`config.mk`:
```
export PLATFORM = sky130hd
export DESIGN_NAME = mode7_scan_ctrl_flat
export DESIGN_NICKNAME = d
export VERILOG_FILES = /design/src/rtl/mode7_pkg.sv /design/src/rtl/mode7_scan_ctrl_if.sv /design/src/rtl/mode7_pix_pipe.sv /design/src/rtl/mode7_scan_ctrl.sv /design/src/flat_wrapper.sv
export SDC_FILE = /design/constraint.sdc
export NUM_CORES = 1
export LEC_CHECK = 0
export BUFFER_PORTS_ARGS = -buffer_cell sky130_fd_sc_hd__buf_2
export CAP_MARGIN = 20
export CORE_ASPECT_RATIO = 2
export CORE_MARGIN = 8
export CORE_UTILIZATION = 53
export DETAILED_ROUTE_END_ITERATION = 16
export GPL_TIMING_DRIVEN = 0
export MAX_ROUTING_LAYER = met4
export PLACE_DENSITY_LB_ADDON = 0.25
export SYNTH_ARGS = -nofsm -noshare
export SYNTH_HDL_FRONTEND = slang
export SYNTH_HIERARCHICAL = 1
export SYNTH_SLANG_ARGS = --single-unit
```
`constraint.sdc`:
```
create_clock -name clk -period 2.01 [get_ports clk]
set_input_delay 0 -clock clk [delete_from_list [all_inputs] [get_ports clk]]
set_output_delay 0 -clock clk [all_outputs]
set_load 0.02 [all_outputs]
```
`src/rtl/mode7_pkg.sv`:
```
// Shared constants, state encodings and record types for the Mode 7 scan controller.
// Optional build macro used by this slice: ANGLE_AUTO_ROTATE_EN.
package mode7_pkg;

  localparam int COORD_W = 16;
  localparam int ANGLE_W = 10;
  localparam int COLOR_W = 8;

  localparam logic [ANGLE_W-1:0] ANGLE_MAX = ANGLE_W'(359);

  localparam int H_ACTIVE_DEF = 640;
  localparam int V_ACTIVE_DEF = 480;
  localparam int PIPE_LAT_DEF = 2;

  typedef logic [2:0] state_t;
  localparam state_t ST_IDLE  = 3'd0;
  localparam state_t ST_LOAD  = 3'd1;
  localparam state_t ST_RUN   = 3'd2;
  localparam state_t ST_DRAIN = 3'd3;
  localparam state_t ST_DONE  = 3'd4;

  typedef struct packed {
    logic [COORD_W-1:0] origin_x;
    logic [COORD_W-1:0] origin_y;
    logic [COORD_W-1:0] offset_x;
    logic [COORD_W-1:0] offset_y;
    logic [ANGLE_W-1:0] angle;
  } cfg_t;

  typedef struct packed {
    logic               valid;
    logic [COLOR_W-1:0] color;
    logic               sof;
    logic               eol;
  } pix_t;

  // Next angle index for auto-rotation, wrapping back to 0 after ANGLE_MAX.
  function automatic logic [ANGLE_W-1:0] angle_next(input logic [ANGLE_W-1:0] a);
    return (a >= ANGLE_MAX) ? '0 : a + ANGLE_W'(1);
  endfunction

endpackage

```
`src/rtl/mode7_scan_ctrl_if.sv`:
```
// Valid/ready pixel stream from the scan controller to the video output FIFO.
interface mode7_scan_ctrl_if;
  import mode7_pkg::*;

  logic               pix_valid;
  logic               pix_ready;
  logic [COLOR_W-1:0] pix_color;
  logic               pix_sof;
  logic               pix_eol;

  modport master (output pix_valid, pix_color, pix_sof, pix_eol, input pix_ready);
  modport slave  (input pix_valid, pix_color, pix_sof, pix_eol, output pix_ready);

endinterface

```
`src/rtl/mode7_pix_pipe.sv`:
```
// PIPE_LAT-deep shift pipeline of {valid,color,sof,eol}; the whole pipe moves only on adv.
module mode7_pix_pipe
  import mode7_pkg::*;
#(
  parameter int PIPE_LAT = PIPE_LAT_DEF
) (
  input  logic clk,
  input  logic rst_n,
  input  logic adv,
  input  pix_t in_pix,
  output pix_t out_pix,
  output logic upstream_empty
);

  pix_t stage [PIPE_LAT];

  // NOTE: the colour payload is reset along with the valids because the spec
  // requires every output, pix_color included, to read 0 out of reset.
  always_ff @(posedge clk or negedge rst_n) begin
    if (!rst_n) begin
      for (int i = 0; i < PIPE_LAT; i++) stage[i] <= '0;
    end else if (adv) begin
      // NOTE: non-blocking assignments let every stage shift from its old
      // neighbour in the same edge regardless of statement order.
      stage[0] <= in_pix;
      for (int i = 1; i < PIPE_LAT; i++) stage[i] <= stage[i-1];
    end
  end

  assign out_pix = stage[PIPE_LAT-1];

  // True when the output stage holds the only pixel still in flight.
  always_comb begin
    // NOTE: default first so no path through the loop leaves it unassigned (no latch).
    upstream_empty = 1'b1;
    for (int i = 0; i < PIPE_LAT - 1; i++) begin
      if (stage[i].valid) upstream_empty = 1'b0;
    end
  end

endmodule

```
`src/rtl/mode7_scan_ctrl.sv`:
```
// Mode 7 frame scan controller: raster walk, frame-stable transform config, pixel stream.
// Build macro ANGLE_AUTO_ROTATE_EN: pending angle steps by one at the end of each frame.
module mode7_scan_ctrl
  import mode7_pkg::*;
#(
  parameter int H_ACTIVE = H_ACTIVE_DEF,
  parameter int V_ACTIVE = V_ACTIVE_DEF,
  parameter int PIPE_LAT = PIPE_LAT_DEF
) (
  input  logic               clk,
  input  logic               rst_n,
  input  logic               start,
  input  logic               cfg_wr,
  input  logic [COORD_W-1:0] cfg_origin_x,
  input  logic [COORD_W-1:0] cfg_origin_y,
  input  logic [COORD_W-1:0] cfg_offset_x,
  input  logic [COORD_W-1:0] cfg_offset_y,
  input  logic [ANGLE_W-1:0] cfg_angle,
  output logic [COORD_W-1:0] xf_x,
  output logic [COORD_W-1:0] xf_y,
  output logic [COORD_W-1:0] xf_origin_x,
  output logic [COORD_W-1:0] xf_origin_y,
  output logic [COORD_W-1:0] xf_offset_x,
  output logic [COORD_W-1:0] xf_offset_y,
  output logic [ANGLE_W-1:0] xf_angle,
  input  logic [COLOR_W-1:0] xf_color,
  mode7_scan_ctrl_if.master  pix,
  output logic               busy,
  output logic               frame_done,
  output logic               cfg_err
);

  localparam logic [COORD_W-1:0] H_MAX = COORD_W'(H_ACTIVE - 1);
  localparam logic [COORD_W-1:0] V_MAX = COORD_W'(V_ACTIVE - 1);

  state_t             state;
  cfg_t               pend;
  cfg_t               act;
  logic [COORD_W-1:0] x;
  logic [COORD_W-1:0] y;

  logic adv;
  logic issue;
  logic last_xy;
  logic final_hs;
  logic upstream_empty;
  pix_t s0_pix;
  pix_t tail_pix;

  // The pipe only stalls when a valid pixel sits unaccepted at the output.
  assign adv     = !pix.pix_valid || pix.pix_ready;
  assign issue   = (state == ST_RUN) && adv;
  assign last_xy = (x == H_MAX) && (y == V_MAX);

  assign s0_pix = '{valid: issue,
                    color: xf_color,
                    sof:   (x == '0) && (y == '0),
                    eol:   (x == H_MAX)};

  assign final_hs = (state == ST_DRAIN) && tail_pix.valid && pix.pix_ready && upstream_empty;

  mode7_pix_pipe #(
    .PIPE_LAT (PIPE_LAT)
  ) u_pipe (
    .clk            (clk),
    .rst_n          (rst_n),
    .adv            (adv),
    .in_pix         (s0_pix),
    .out_pix        (tail_pix),
    .upstream_empty (upstream_empty)
  );

  assign pix.pix_valid = tail_pix.valid;
  assign pix.pix_color = tail_pix.color;
  assign pix.pix_sof   = tail_pix.sof;
  assign pix.pix_eol   = tail_pix.eol;

  // Frame sequencing and raster counters. Counters freeze on the final
  // coordinate so xf_x/xf_y keep showing the last issued pixel.
  always_ff @(posedge clk or negedge rst_n) begin
    if (!rst_n) begin
      state <= ST_IDLE;
      x     <= '0;
      y     <= '0;
    end else begin
      case (state)
        ST_IDLE:  if (start) state <= ST_LOAD;
        ST_LOAD: begin
          x     <= '0;
          y     <= '0;
          state <= ST_RUN;
        end
        ST_RUN: begin
          if (adv) begin
            if (last_xy) begin
              state <= ST_DRAIN;
            end else if (x == H_MAX) begin
              x <= '0;
              y <= y + COORD_W'(1);
            end else begin
              x <= x + COORD_W'(1);
            end
          end
        end
        ST_DRAIN: if (final_hs) state <= ST_DONE;
        ST_DONE:  state <= ST_IDLE;
        default:  state <= ST_IDLE;
      endcase
    end
  end

  // Pending shadow takes CPU writes at any time; active copy changes only in LOAD.
  always_ff @(posedge clk or negedge rst_n) begin
    if (!rst_n) begin
      pend    <= '0;
      act     <= '0;
      cfg_err <= 1'b0;
    end else begin
      if (cfg_wr) begin
        pend.origin_x <= cfg_origin_x;
        pend.origin_y <= cfg_origin_y;
        pend.offset_x <= cfg_offset_x;
        pend.offset_y <= cfg_offset_y;
        if (cfg_angle > ANGLE_MAX) begin
          cfg_err <= 1'b1;
        end else begin
          pend.angle <= cfg_angle;
          cfg_err    <= 1'b0;
        end
      end
`ifdef ANGLE_AUTO_ROTATE_EN
      else if (state == ST_DONE) begin
        pend.angle <= angle_next(pend.angle);
      end
`endif
      if (state == ST_LOAD) act <= pend;
    end
  end

  assign xf_x        = x;
  assign xf_y        = y;
  assign xf_origin_x = act.origin_x;
  assign xf_origin_y = act.origin_y;
  assign xf_offset_x = act.offset_x;
  assign xf_offset_y = act.offset_y;
  assign xf_angle    = act.angle;

  assign busy       = (state == ST_LOAD) || (state == ST_RUN) || (state == ST_DRAIN);
  assign frame_done = (state == ST_DONE);

endmodule

```
`src/flat_wrapper.sv`:
```
// flat-port wrapper written by rule: the top's interface ports become plain ports
module mode7_scan_ctrl_flat import mode7_pkg::*;
#(
  parameter int H_ACTIVE = H_ACTIVE_DEF,
  parameter int V_ACTIVE = V_ACTIVE_DEF,
  parameter int PIPE_LAT = PIPE_LAT_DEF
)
  (clk, rst_n, start, cfg_wr, cfg_origin_x, cfg_origin_y, cfg_offset_x, cfg_offset_y, cfg_angle, xf_x, xf_y, xf_origin_x, xf_origin_y, xf_offset_x, xf_offset_y, xf_angle, xf_color, busy, frame_done, cfg_err, pix_pix_valid, pix_pix_color, pix_pix_sof, pix_pix_eol, pix_pix_ready);
  mode7_scan_ctrl_if pix_i ();
  input  logic clk;
  input  logic rst_n;
  input  logic start;
  input  logic cfg_wr;
  input  logic [COORD_W-1:0] cfg_origin_x;
  input  logic [COORD_W-1:0] cfg_origin_y;
  input  logic [COORD_W-1:0] cfg_offset_x;
  input  logic [COORD_W-1:0] cfg_offset_y;
  input  logic [ANGLE_W-1:0] cfg_angle;
  output logic [COORD_W-1:0] xf_x;
  output logic [COORD_W-1:0] xf_y;
  output logic [COORD_W-1:0] xf_origin_x;
  output logic [COORD_W-1:0] xf_origin_y;
  output logic [COORD_W-1:0] xf_offset_x;
  output logic [COORD_W-1:0] xf_offset_y;
  output logic [ANGLE_W-1:0] xf_angle;
  input  logic [COLOR_W-1:0] xf_color;
  output logic busy;
  output logic frame_done;
  output logic cfg_err;
  output wire logic [$bits(pix_i.pix_valid)-1:0] pix_pix_valid;
  output wire logic [$bits(pix_i.pix_color)-1:0] pix_pix_color;
  output wire logic [$bits(pix_i.pix_sof)-1:0] pix_pix_sof;
  output wire logic [$bits(pix_i.pix_eol)-1:0] pix_pix_eol;
  input wire logic [$bits(pix_i.pix_ready)-1:0] pix_pix_ready;
  assign pix_pix_valid = pix_i.pix_valid;
  assign pix_pix_color = pix_i.pix_color;
  assign pix_pix_sof = pix_i.pix_sof;
  assign pix_pix_eol = pix_i.pix_eol;
  assign pix_i.pix_ready = pix_pix_ready;
  mode7_scan_ctrl #(.H_ACTIVE(H_ACTIVE), .V_ACTIVE(V_ACTIVE), .PIPE_LAT(PIPE_LAT)) u_core (.clk(clk), .rst_n(rst_n), .start(start), .cfg_wr(cfg_wr), .cfg_origin_x(cfg_origin_x), .cfg_origin_y(cfg_origin_y), .cfg_offset_x(cfg_offset_x), .cfg_offset_y(cfg_offset_y), .cfg_angle(cfg_angle), .xf_x(xf_x), .xf_y(xf_y), .xf_origin_x(xf_origin_x), .xf_origin_y(xf_origin_y), .xf_offset_x(xf_offset_x), .xf_offset_y(xf_offset_y), .xf_angle(xf_angle), .xf_color(xf_color), .pix(pix_i), .busy(busy), .frame_done(frame_done), .cfg_err(cfg_err));
endmodule
```
Word level (Yosys, flattened, before mapping)
Index checks and enable logic that the tools add are counted.
- flip-flop bits (word level): 206
- logic and storage cells: 71
- output and inout bits: 120
- $lt $le $gt $ge: 1
- bitwise gates (word level): 1
- eq/ne operators: 12
- reduce and logical (&&, ||, !) cells: 18
- add/subtract/negate cells: 2
- muxes and demuxes: 15
- operators by type and width (kind ; number):
    16-bit 2-to-1 mux ; 6
    16-bit case mux with 2 select lines ; 2
    16-bit by 1-bit adder with 16-bit output (second input constant) ; 2
    16-bit zero test ; 2
    16-bit by 10-bit == test with 1-bit output (second input constant) ; 1
    16-bit by 9-bit == test with 1-bit output (second input constant) ; 1
    3-bit 2-to-1 mux ; 4
    3-bit case mux with 4 select lines ; 1
    10-bit by 9-bit greater-than comparator with 1-bit output (second input constant) ; 1
    4-bit AND reduction ; 2
    3-bit by 2-bit == test with 1-bit output (second input constant) ; 2
    1-bit logical AND ; 6
    2-bit by 1-bit != test with 1-bit output (second input constant) ; 3
    2-bit != test (second input constant) ; 3
    3-bit by 1-bit == test with 1-bit output (second input constant) ; 1
    3-bit == test (second input constant) ; 1
    3-bit zero test ; 1
    1-bit logical OR ; 3
    3-bit AND reduction ; 1
    1-bit 2-to-1 mux ; 2
    2-bit AND reduction ; 1
    2-bit nonzero test ; 1
    1-bit zero test ; 1
    1-bit inverter ; 1

Depth between registers and ports, before layout
Gate-level depths: netlist of run 1.
- depth in word-level cells: 6
- gate-level depth with buffers: 8
- depth with buffers taken out: 7

Hierarchy
Netlist of run 1, hierarchy kept.
- modules (own cells, without submodules) (module ; area an instance (µm²) ; sequential area each (µm²) ; cells an instance ; instances):
    mode7_scan_ctrl ; 7541.0 ; 4604.4 ; 562 ; 1
    mode7_pix_pipe ; 907.1 ; 550.5 ; 58 ; 1

Worst setup path after synthesis of run 1
OpenSTA, ideal clock, no wires.
- kind: reg2reg
- start: reg u_core.y[9], in the netlist u_core/xf_y[9]
- end: reg u_core.y[11], in the netlist u_core/xf_y[11]
- slack: 0.073 ns
- arrival: 1.827 ns
- stages on the path, launching flop included: 8
- path through: dfrtp_1 -> buf_2 -> nor4_1 -> nand4_1 -> a31oi_2 -> buf_4 -> o21ai_1 -> o41ai_1
- word-level cells in the longest chain between the ends: 5
- elaborated cells between the ends (all ways): 9
- classes of those cells: add/sub (1); eq/ne (2); mux (4); reduce/logical (2)
- ends and longest elaborated chain (item ; RTL line ; source):
    start: declaration ; mode7_scan_ctrl.sv:40 ; logic [COORD_W-1:0] y;
    start signal: assignment ; mode7_scan_ctrl.sv:99 ; y <= y + COORD_W'(1);
    16-bit by 1-bit adder with 16-bit output ; mode7_scan_ctrl.sv:99 ;
    16-bit 2-to-1 mux ; mode7_scan_ctrl.sv:97 ; end else if (x == H_MAX) begin
    16-bit 2-to-1 mux ; mode7_scan_ctrl.sv:95 ; if (last_xy) begin
    16-bit 2-to-1 mux ; mode7_scan_ctrl.sv:94 ; if (adv) begin
    16-bit case mux with 2 select lines ; mode7_scan_ctrl.sv:86 ; case (state)
Parallel ways exist; a longest one is shown, timed or not. The select of a mux whose other input is x is not followed.
A chain may end at the register's enable or synchronous reset.

Worst setup path after layout of run 1
- start: reg u_core.state[2]
- end: reg u_core.y[4], in the netlist u_core/xf_y[4]
- word-level cells in the longest chain between the ends: 3
- elaborated cells between the ends (all ways): 8
- classes of those cells: eq/ne (5); mux (1); reduce/logical (2)
- ends and longest elaborated chain (item ; RTL line ; source):
    start: declaration ; mode7_scan_ctrl.sv:36 ; state_t state;
    start signal: assignment ; mode7_scan_ctrl.sv:82 ; state <= ST_IDLE;
    start signal: assignment ; mode7_scan_ctrl.sv:87 ; ST_IDLE: if (start) state <= ST_LOAD;
    start signal: assignment ; mode7_scan_ctrl.sv:91 ; state <= ST_RUN;
    3-bit by 2-bit == test with 1-bit output or 3-bit by 1-bit == test with 1-bit output (tied branches) ; mode7_scan_ctrl.sv:86 ;
    2-bit by 1-bit != test with 1-bit output (no line) (tied with other cells) ; n/a ;
    4-bit AND reduction (no line) ; n/a ;
Parallel ways exist; a longest one is shown, timed or not.

==> impl_metrics.env, run 1 <==
export IMPL_outcome="finished with violations"
export IMPL_violations="setup timing"
export IMPL_grt_pass1_wl_microns=37360
export IMPL_ys_flop_type="dfrtp_1"
export IMPL_start_util=0.5382
export IMPL_hold_class="primary input to asynchronous set/reset pin"
export IMPL_ios=207
export IMPL_drive_gt1_frac=0.5124
export IMPL_drt_antenna_violating_nets=0
export IMPL_synth_edf_count=0
export IMPL_drt_wirelength_per_cell_microns=20.10
export IMPL_drc=0
export IMPL_post_place_ws_ns=-0.2535
export IMPL_clock_sinks=206
export IMPL_final_cell_mix="buf_2 (211), dfrtp_1 (192), mux2_2 (168)"
export IMPL_insertion_delay_ns=0.49
export IMPL_syn_to_final_growth_pct=39.10
export IMPL_cts_made_buffers=20
export IMPL_grt_max_degree=125
export IMPL_cp_top_family="simple AND/OR/NAND/NOR gates"
export IMPL_root_buffer="clkbuf_16"
export IMPL_critPathRequiredTime_ns=2.38
export IMPL_slew_violations=0
export IMPL_placed_area_sq_um=9768
export IMPL_clk_path_buf_depth=3
export IMPL_total_leakage_power_nw=5.531
export IMPL_final_instance_count_excl_fill=1168
export IMPL_finalPower_mw=15.58
export IMPL_drt_iter0_markers=256
export IMPL_final_hold_viol_count=0
export IMPL_vdd_drop_max_mv=0.9926
export IMPL_place_hpwl_microns=15890
export IMPL_gp_congestion=0.8745
export IMPL_cp_max_fo=8
export IMPL_syn_nets=711
export IMPL_r2r_cells=8
export IMPL_maxSlewHeadroom=0.5091
export IMPL_synthCells=620
export IMPL_crit_buf_inv=3
export IMPL_fmax_mhz=477.7
export IMPL_cp_depth=8
export IMPL_syn_area_per_cell_sq_um=13.63
export IMPL_vias=6507
export IMPL_timing_final_ws_setup_ns=-0.08329
export IMPL_fin_nets=1043
export IMPL_finalSetupTns_ns=-0.08329
export IMPL_grt_pass1_vias=7122
export IMPL_antenna_found_initial=1
export IMPL_gr_usage_all_layers=0.2322
export IMPL_dp_cells=1028
export IMPL_die_area_sq_um=20480
export IMPL_fillers=992
export IMPL_power_density_nw_per_um2=1326
export IMPL_syn_area_sq_um=8448
export IMPL_finalCriticalPeriod_ns=2.093
export IMPL_clk_pin_slew_ns=0.07
export IMPL_async_reset_ff_frac=1.000
export IMPL_dr_pass1_iters=5
export IMPL_cpPeakStageDelay_ns=0.45
export IMPL_crit_chain="or3b_1 -> buf_6 -> nor2b_4 -> buf_12 -> a31oi_4 -> buf_4 -> o21ai_0 -> o21ai_1"
export IMPL_fin_crit_sh=1.041
export IMPL_synth_seq_cells=206
export IMPL_yosysSeqAreaShare=0.6102
export IMPL_finish_utilization=0.7487
export IMPL_core_sq_um=15700
export IMPL_numPortBuffers=206
export IMPL_die_h_microns=194.6
export IMPL_start_kind="flop"
export IMPL_synth_cell_type_count=40
export IMPL_cp_end_kind="flop"
export IMPL_whs_ns=0.09087
export IMPL_maxCapViolCount=0
export IMPL_finalWirelength_microns=23480
export IMPL_htreeDepth=1
export IMPL_stdcell_area_sq_um=11750
export IMPL_layout_commonest_cell="buf_2"
export IMPL_crit_type="flop to flop"
export IMPL_rows=65
export IMPL_finClkSkew_ns=0.01221
export IMPL_fp_dieW_microns=105.3
export IMPL_worstPathArrival_ns=2.46
export IMPL_cts_tree="built"
export IMPL_setup_violations=1
export IMPL_cp_slowest_cell="dfrtp_2"
export IMPL_yosysWarnings=6
export IMPL_via_per_inst=5.571
export IMPL_grt_overflow=0
export IMPL_worst_slew_pin_slew_ns=0.7364
## metal layers
layer,track usage,share of wire,vias up
met2,0.4127,0.55,257
met1,0.2323,0.34,3282
li1,-,-,2884
met3,0.04970,0.060,84
met4,0.1150,0.053,0
met5,-,0,-
## cell usage after synthesis (8+ instances only)
cell      number  area [sq um]
nand2_1       31         116.4
a21oi_1        8         40.04
nand4_1        8         50.05
a31oi_1       24         150.1
clkbuf_1      11         41.29
nand3_1       15         75.07
nor2_1        20         75.07
o21ai_0       14         70.07
dfrtp_1      206          5155
and3_1         8         50.05
buf_4         13         97.59
mux2_2       168          1892
o21ai_1       15         75.07
inv_1          9         33.78
buf_2         12         60.06
## sequential cells by signal (all words and copies together) (netlist names)
name and count:
u_core/u_pipe/out_pix 11, u_core/xf_x 16, u_core/xf_origin_y 16, u_core/state 3
u_core/u_pipe/stage 11, u_core/xf_offset_y 16, u_core/xf_y 16, u_core/xf_origin_x 16
u_core/xf_offset_x 16, u_core/pend 74, u_core/xf_angle 10, u_core/cfg_err 1
## layout make-up
type / instances / area [sq um] / share of cell area
tap: 201 / 251.5 / 0.02140
multi-input combinational: 361 / 3208 / 0.2730
clock inverter: 8 / 128.9 / 0.01097
inverter: 10 / 37.54 / 0.003194
timing repair buffer: 312 / 2086 / 0.1775
antenna: 1 / 2.502 / 0.0002129
sequential: 206 / 5172 / 0.4402
clock buffer: 28 / 591.8 / 0.05036
buffer: 41 / 272.8 / 0.02321
## path summary, 6_finish.rpt
kind,startpoint,to,slack (ns)
max in group asynchronous,rst_n,u_core/xf_offset_x[12],0.88
hold / removal,rst_n,u_core/xf_y[3],0.09
setup / recovery,u_core/state[2],u_core/xf_y[4],-0.08
hold reg to reg,u_core/pend[9],u_core/pend[9],0.50
setup reg to reg,u_core/state[2],u_core/xf_y[4],-0.08
min in group clk,cfg_wr,u_core/pend[39],0.25
## power breakdown
part           internal, mW  switching, mW
clock                  2.46           1.58
sequential             5.25          0.666
combinational          2.47           3.16
total                  10.2           5.40
## cells by family (layout without fill, tap and decap cells)
group,Yosys count,in the layout,share of synthesized area
simple gates,111,111,0.06902
mux,169,169,0.2251
compound gates,77,77,0.05584
fa+ha+maj,4,4,0.005924
buf+inv,53,399,0.03391
flops,206,206,0.6102
other cells,0,1,0
## repair_timing
action,in CTS,in global routing
resized for setup,11,50
endpoints found under the setup margin,44,81
pin swaps,3,4
gates cloned,0,1
hold buffers,86,0
buffers inserted,6,12
hold endpoints to repair,166,0
Power figures use the tool's default switching activity.
==> run 2: changes to the inputs <==
CORE_UTILIZATION = 55   (was 53)
CTS_BUF_LIST = sky130_fd_sc_hd__clkbuf_8   (was default)
==> impl_metrics.env, run 2 (synthesis gave the netlist of run 1 again) <==
export IMPL_outcome="completed"
export IMPL_cp_max_fo=10
export IMPL_cts_made_buffers=29
export IMPL_numPortBuffers=206
export IMPL_whs_ns=0.08592
export IMPL_drc=0
export IMPL_maxCapViolCount=0
export IMPL_power_switching_share=0.3562
export IMPL_finalPower_mw=14.02
export IMPL_largest_register="u_core/pend"
export IMPL_clock_sinks=206
export IMPL_crit_type="flop to flop"
export IMPL_met2_length_microns=10690
export IMPL_rows=64
export IMPL_via_per_inst=5.344
export IMPL_total_leakage_power_nw=5.441
export IMPL_internal_power_mw=9.027
export IMPL_maxSlewHeadroom=0.5361
export IMPL_insertion_delay_ns=0.53
export IMPL_cp_end_kind="flop"
export IMPL_timing_final_ws_setup_ns=0.08193
export IMPL_fmax_mhz=518.7
export IMPL_start_util=0.5582
export IMPL_fin_crit_sh=0.9592
export IMPL_worst_slew_pin_slew_ns=0.6959
export IMPL_gp_congestion=0.8654
export IMPL_fin_nets=1043
export IMPL_drive_gt1_frac=0.4845
export IMPL_antenna_found_initial=1
export IMPL_combPwrFrac=0.374
export IMPL_final_cell_mix="buf_2 (212), dfrtp_1 (201), mux2_2 (168)"
export IMPL_dp_cells=1025
export IMPL_htreeDepth=1
export IMPL_slew_violations=0
export IMPL_core_sq_um=15130
export IMPL_place_hpwl_microns=13710
export IMPL_fp_dieW_microns=103.6
export IMPL_p_seq_frac=0.419
export IMPL_final_hold_viol_count=0
export IMPL_die_area_sq_um=19820
export IMPL_clk_path_buf_depth=3
export IMPL_placed_area_sq_um=9764
export IMPL_finalWirelength_microns=21030
export IMPL_wl_met3_microns=1301
export IMPL_vias=6247
export IMPL_grt_overflow=0
export IMPL_critPathRequiredTime_ns=2.47
export IMPL_vdd_drop_max_mv=1.049
export IMPL_final_instance_count_excl_fill=1169
export IMPL_ios=207
export IMPL_layout_commonest_cell="buf_2"
export IMPL_die_h_microns=191.3
export IMPL_clk_pin_slew_ns=0.07
export IMPL_power_density_nw_per_um2=1236
export IMPL_syn_to_final_growth_pct=34.29
export IMPL_start_kind="flop"
export IMPL_p_sw_mw=4.994
export IMPL_stdcell_area_sq_um=11340
export IMPL_finalCriticalPeriod_ns=1.928
export IMPL_largest_reg_flops=74
export IMPL_routed_top_layer="met4"
export IMPL_post_place_ws_ns=-0.2771
export IMPL_dr_pass1_iters=4
export IMPL_p_clk_frac=0.207
export IMPL_drt_antenna_violating_nets=0
export IMPL_worstPathArrival_ns=2.39
export IMPL_finalSetupTns_ns=0
export IMPL_root_buffer="clkbuf_8"
export IMPL_wl_met1_microns=8593
export IMPL_gr_usage_all_layers=0.2125
export IMPL_drt_wirelength_per_cell_microns=17.99
export IMPL_finClkSkew_ns=0.01160
export IMPL_grt_pass1_wl_microns=33990
export IMPL_grt_max_degree=114
export IMPL_cts_tree="built"
export IMPL_hold_class="primary input to asynchronous set/reset pin"
export IMPL_grt_pass1_vias=6635
export IMPL_setup_violations=0
export IMPL_finish_utilization=0.7496
export IMPL_drt_iter0_markers=221
[run 2: worst paths after layout]
path | startpoint | end | slack (ns) | depth (start not counted)
max | u_core/state[2] | u_core/xf_y[8] | 0.08 | 7
min | rst_n | u_core/u_pipe/out_pix[5] | 0.09 | 2
max reg2reg | u_core/state[2] | u_core/xf_y[8] | 0.08 | 7
min reg2reg | u_core/pend[9] | u_core/pend[9] | 0.48 | 1
max in group asynchronous | rst_n | u_core/xf_origin_y[4] | 0.95 | 3
min in group clk | cfg_wr | u_core/cfg_err | 0.18 | 4
[run 2: final cells by class]
cell class	count	area, sq um
Sequential cell	206	5161
Timing Repair Buffer	303	2017
Buffer	41	266.5
Tap cell	198	247.7
Multi-Input combinational cell	361	3100
Antenna cell	1	2.502
Inverter	10	37.54
Clock buffer	32	440.4
Clock inverter	17	71.32
Fill cell	987	3790
[run 2: layer usage]
layer / track usage / vias to the layer above
met2: 0.3526 / 249
met3: 0.04220 / 32
li1: - / 2890
met1: 0.2560 / 3076
met5: - / -
met4: 0.06545 / 0
[run 2: repair_timing]
action,CTS,global route
endpoints found under the setup margin,81,30
gates resized for setup,19,14
hold buffers,86,0
buffers inserted,8,2
endpoints found under the hold margin,177,0
pin swaps,5,6
[run 2: critical path, cell delays in order, from the launching register on]
cell	delay [ns]
dfrtp_2	0.45
or3b_1	0.38
buf_6	0.17
nor2b_4	0.22
and3_1	0.20
clkbuf_4	0.20
nand4_1	0.11
o21ai_1	0.13
[run 2: power by group through the flow]
stage	clock, mW	combinational, mW	sequential, mW
floorplan	0	2.30	6.79
global placement	0	4.79	5.85
detailed placement	0	4.91	5.92
finish	2.90	5.24	5.88
CTS	2.99	5.16	5.87
global route	3.17	5.61	6.02
==> run 3: changes to the inputs <==
ABC_AREA = 1   (was default)
==> impl_metrics.env, run 3 <==
export IMPL_outcome="completed"
export IMPL_cp_slowest_cell="dlygate4sd3_1"
export IMPL_insertion_delay_ns=0.57
export IMPL_r2r_cells=8
export IMPL_largest_register="u_core/pend"
export IMPL_total_leakage_power_nw=6.495
export IMPL_ys_flop_type="dfrtp_1"
export IMPL_fin_nets=1546
export IMPL_power_density_nw_per_um2=1163
export IMPL_root_buffer="clkbuf_8"
export IMPL_ios=207
export IMPL_fmax_mhz=504.8
export IMPL_vias=8786
export IMPL_largest_reg_flops=74
export IMPL_crit_type="primary input to flop"
export IMPL_yosysSeqAreaShare=0.5606
export IMPL_crit_chain="dlygate4sd3_1 -> buf_2 -> nor2_1 -> clkbuf_4 -> nand3_1 -> dlygate4sd3_1 -> nand2_1 -> dlygate4sd3_1"
export IMPL_syn_area_sq_um=9195
export IMPL_final_cell_mix="nand2_1 (357), buf_2 (212), dfrtp_1 (206)"
export IMPL_drt_antenna_violating_nets=0
export IMPL_finalPower_mw=14.48
export IMPL_layout_commonest_cell="nand2_1"
export IMPL_async_reset_ff_frac=1.000
export IMPL_die_area_sq_um=21360
export IMPL_worst_slew_pin_slew_ns=0.7398
export IMPL_use_met3=0.04867
export IMPL_synth_edf_count=0
export IMPL_dr_pass1_iters=5
export IMPL_p_sw_mw=5.724
export IMPL_worstPathArrival_ns=2.48
export IMPL_clk_path_buf_depth=3
export IMPL_via_per_inst=5.224
export IMPL_antenna_found_initial=1
export IMPL_finClkSkew_ns=0.02613
export IMPL_crit_buf_inv=5
export IMPL_gp_congestion=0.8902
export IMPL_cp_end_kind="flop"
export IMPL_combPwrFrac=0.374
export IMPL_synth_most_common_cell="nand2_1"
export IMPL_synth_common_cells="nand2_1 (357), dfrtp_1 (206), o21ai_0 (137), inv_1 (103), nor2_1 (79)"
export IMPL_vdd_drop_max_mv=0.8142
export IMPL_p_seq_frac=0.394
export IMPL_internal_power_mw=8.758
export IMPL_cts_tree="built"
export IMPL_grt_overflow=0
export IMPL_yosysWarnings=6
export IMPL_cpPeakStageDelay_ns=0.59
export IMPL_drt_iter0_markers=585
export IMPL_busiest_layer="met2"
export IMPL_clock_sinks=206
export IMPL_final_hold_viol_count=0
export IMPL_cts_made_buffers=29
export IMPL_cpMostUsedCell="dlygate4sd3_1"
export IMPL_start_util=0.5540
export IMPL_clk_pin_slew_ns=0.07
export IMPL_grt_use_met1=0.3296
export IMPL_start_kind="primary input"
export IMPL_synth_cell_type_count=31
export IMPL_htreeDepth=1
export IMPL_grt_max_degree=112
export IMPL_syn_area_per_cell_sq_um=8.475
export IMPL_synth_top_area_cell="dfrtp_1"
export IMPL_rsz0062_at_grt="no"
export IMPL_core_sq_um=16600
export IMPL_slew_violations=0
export IMPL_gr_usage_all_layers=0.2710
export IMPL_drive_gt1_frac=0.2212
export IMPL_met2_usage=0.4406
export IMPL_cp_max_fo=10
export IMPL_maxCapViolCount=0
export IMPL_power_switching_share=0.3953
export IMPL_fp_dieW_microns=107.4
export IMPL_setup_violations=0
export IMPL_grt_pass1_wl_microns=45690
export IMPL_cp_depth=8
export IMPL_finalCriticalPeriod_ns=1.981
export IMPL_cts_setup_buffers=0
export IMPL_maxSlewHeadroom=0.5068
export IMPL_drt_wirelength_per_cell_microns=16.52
export IMPL_cp_top_family="buffers and inverters"
export IMPL_syn_to_final_growth_pct=35.42
export IMPL_fin_crit_sh=0.9856
export IMPL_numPortBuffers=205
export IMPL_synth_seq_cells=206
export IMPL_synthCells=1085
export IMPL_hold_class="primary input to asynchronous set/reset pin"
export IMPL_finalWirelength_microns=27790
export IMPL_drc=0
export IMPL_synth_top_area_share=0.5606
export IMPL_final_instance_count_excl_fill=1682
export IMPL_dp_cells=1498
export IMPL_rows=67
export IMPL_synth_area_top_cells="dfrtp_1 (56%), nand2_1 (15%), o21ai_0 (7.5%), inv_1 (4.2%), nor2_1 (3.2%)"
export IMPL_grt_pass1_vias=9058
export IMPL_fillers=1148
export IMPL_place_hpwl_microns=16930
export IMPL_die_h_microns=198.9
export IMPL_p_clk_frac=0.232
export IMPL_critPathRequiredTime_ns=2.51
export IMPL_syn_nets=1176
run 3: cells by family (layout without fill, tap and decap cells):
family,Yosys count,count (layout),synth area share
AND/OR/NAND/NOR,539,539,0.2523
flip-flops,206,206,0.5606
buffers and inverters,169,558,0.08192
AO/OA/AOI/OAI,154,154,0.08491
multiplexers,9,9,0.01102
adder cells (fa/ha/maj),4,4,0.005443
XOR/XNOR,4,4,0.003810
other,0,1,0
run 3: layout make-up:
class / instances / area (sq um) / share of cell area
buffer: 57 / 340.3 / 0.02733
timing repair buffer: 339 / 2395 / 0.1923
tap: 207 / 259.0 / 0.02080
clock inverter: 16 / 125.1 / 0.01005
sequential: 206 / 5155 / 0.4140
multi-input combinational: 710 / 3287 / 0.2640
antenna: 1 / 2.502 / 0.0002010
clock buffer: 34 / 467.9 / 0.03758
inverter: 112 / 420.4 / 0.03376
run 3: power by group through the flow:
| stage | registers [mW] | clock network, mW | logic [mW] |
|---|---|---|---|
| 2_1_floorplan | 6.50 | 0 | 2.38 |
| 3_3_place_gp | 5.70 | 0 | 4.88 |
| 3_5_place_dp | 5.73 | 0 | 5.02 |
| 4_1_cts | 5.67 | 3.43 | 5.28 |
| 5_1_grt | 5.82 | 3.62 | 5.88 |
| 6_report | 5.71 | 3.37 | 5.41 |
run 3: routing by layer:
layer | routed length, microns | share of wire
met5 | 0 | 0
met1 | 11260 | 0.41
met4 | 969 | 0.035
met3 | 2131 | 0.077
met2 | 13430 | 0.48
run 3: timing repair:
action	4_1_cts	5_1_grt
resized for setup	0	9
hold buffers	133	0
setup endpoints to repair	0	9
endpoints found under the hold margin	184	0
run 3: worst paths after layout:
check	end	start	slack [ns]
min in group clk	u_core/pend[21]	cfg_wr	0.10
max in group asynchronous	u_core/xf_angle[7]	rst_n	0.95
max	u_core/pend[2]	cfg_angle[9]	0.03
max reg2reg	u_core/xf_x[9]	u_core/xf_x[0]	0.14
min reg2reg	u_core/u_pipe/out_pix[2]	u_core/u_pipe/out_pix[2]	0.47
min	u_core/xf_y[5]	rst_n	0.04
run 3: per-stage QoR:
step | instance area, sq um | util | setup TNS (ns) | hold WS [ns] | setup WS [ns]
6_report | 12450 | 0.7502 | 0 | 0.04331 | 0.02899
5_1_grt | 12450 | 0.7502 | 0 | 0.1124 | 0.01010
4_1_cts | 12440 | 0.7496 | 0 | 0.04193 | 0.01901
3_5_place_dp | 10520 | 0.6337 | 0 | 0.08269 | 0.1581
3_3_place_gp | 10480 | 0.6314 | -494.11 | 0.2081 | -2.421
2_1_floorplan | 9195 | - | 0 | -0.2956 | 0.3154
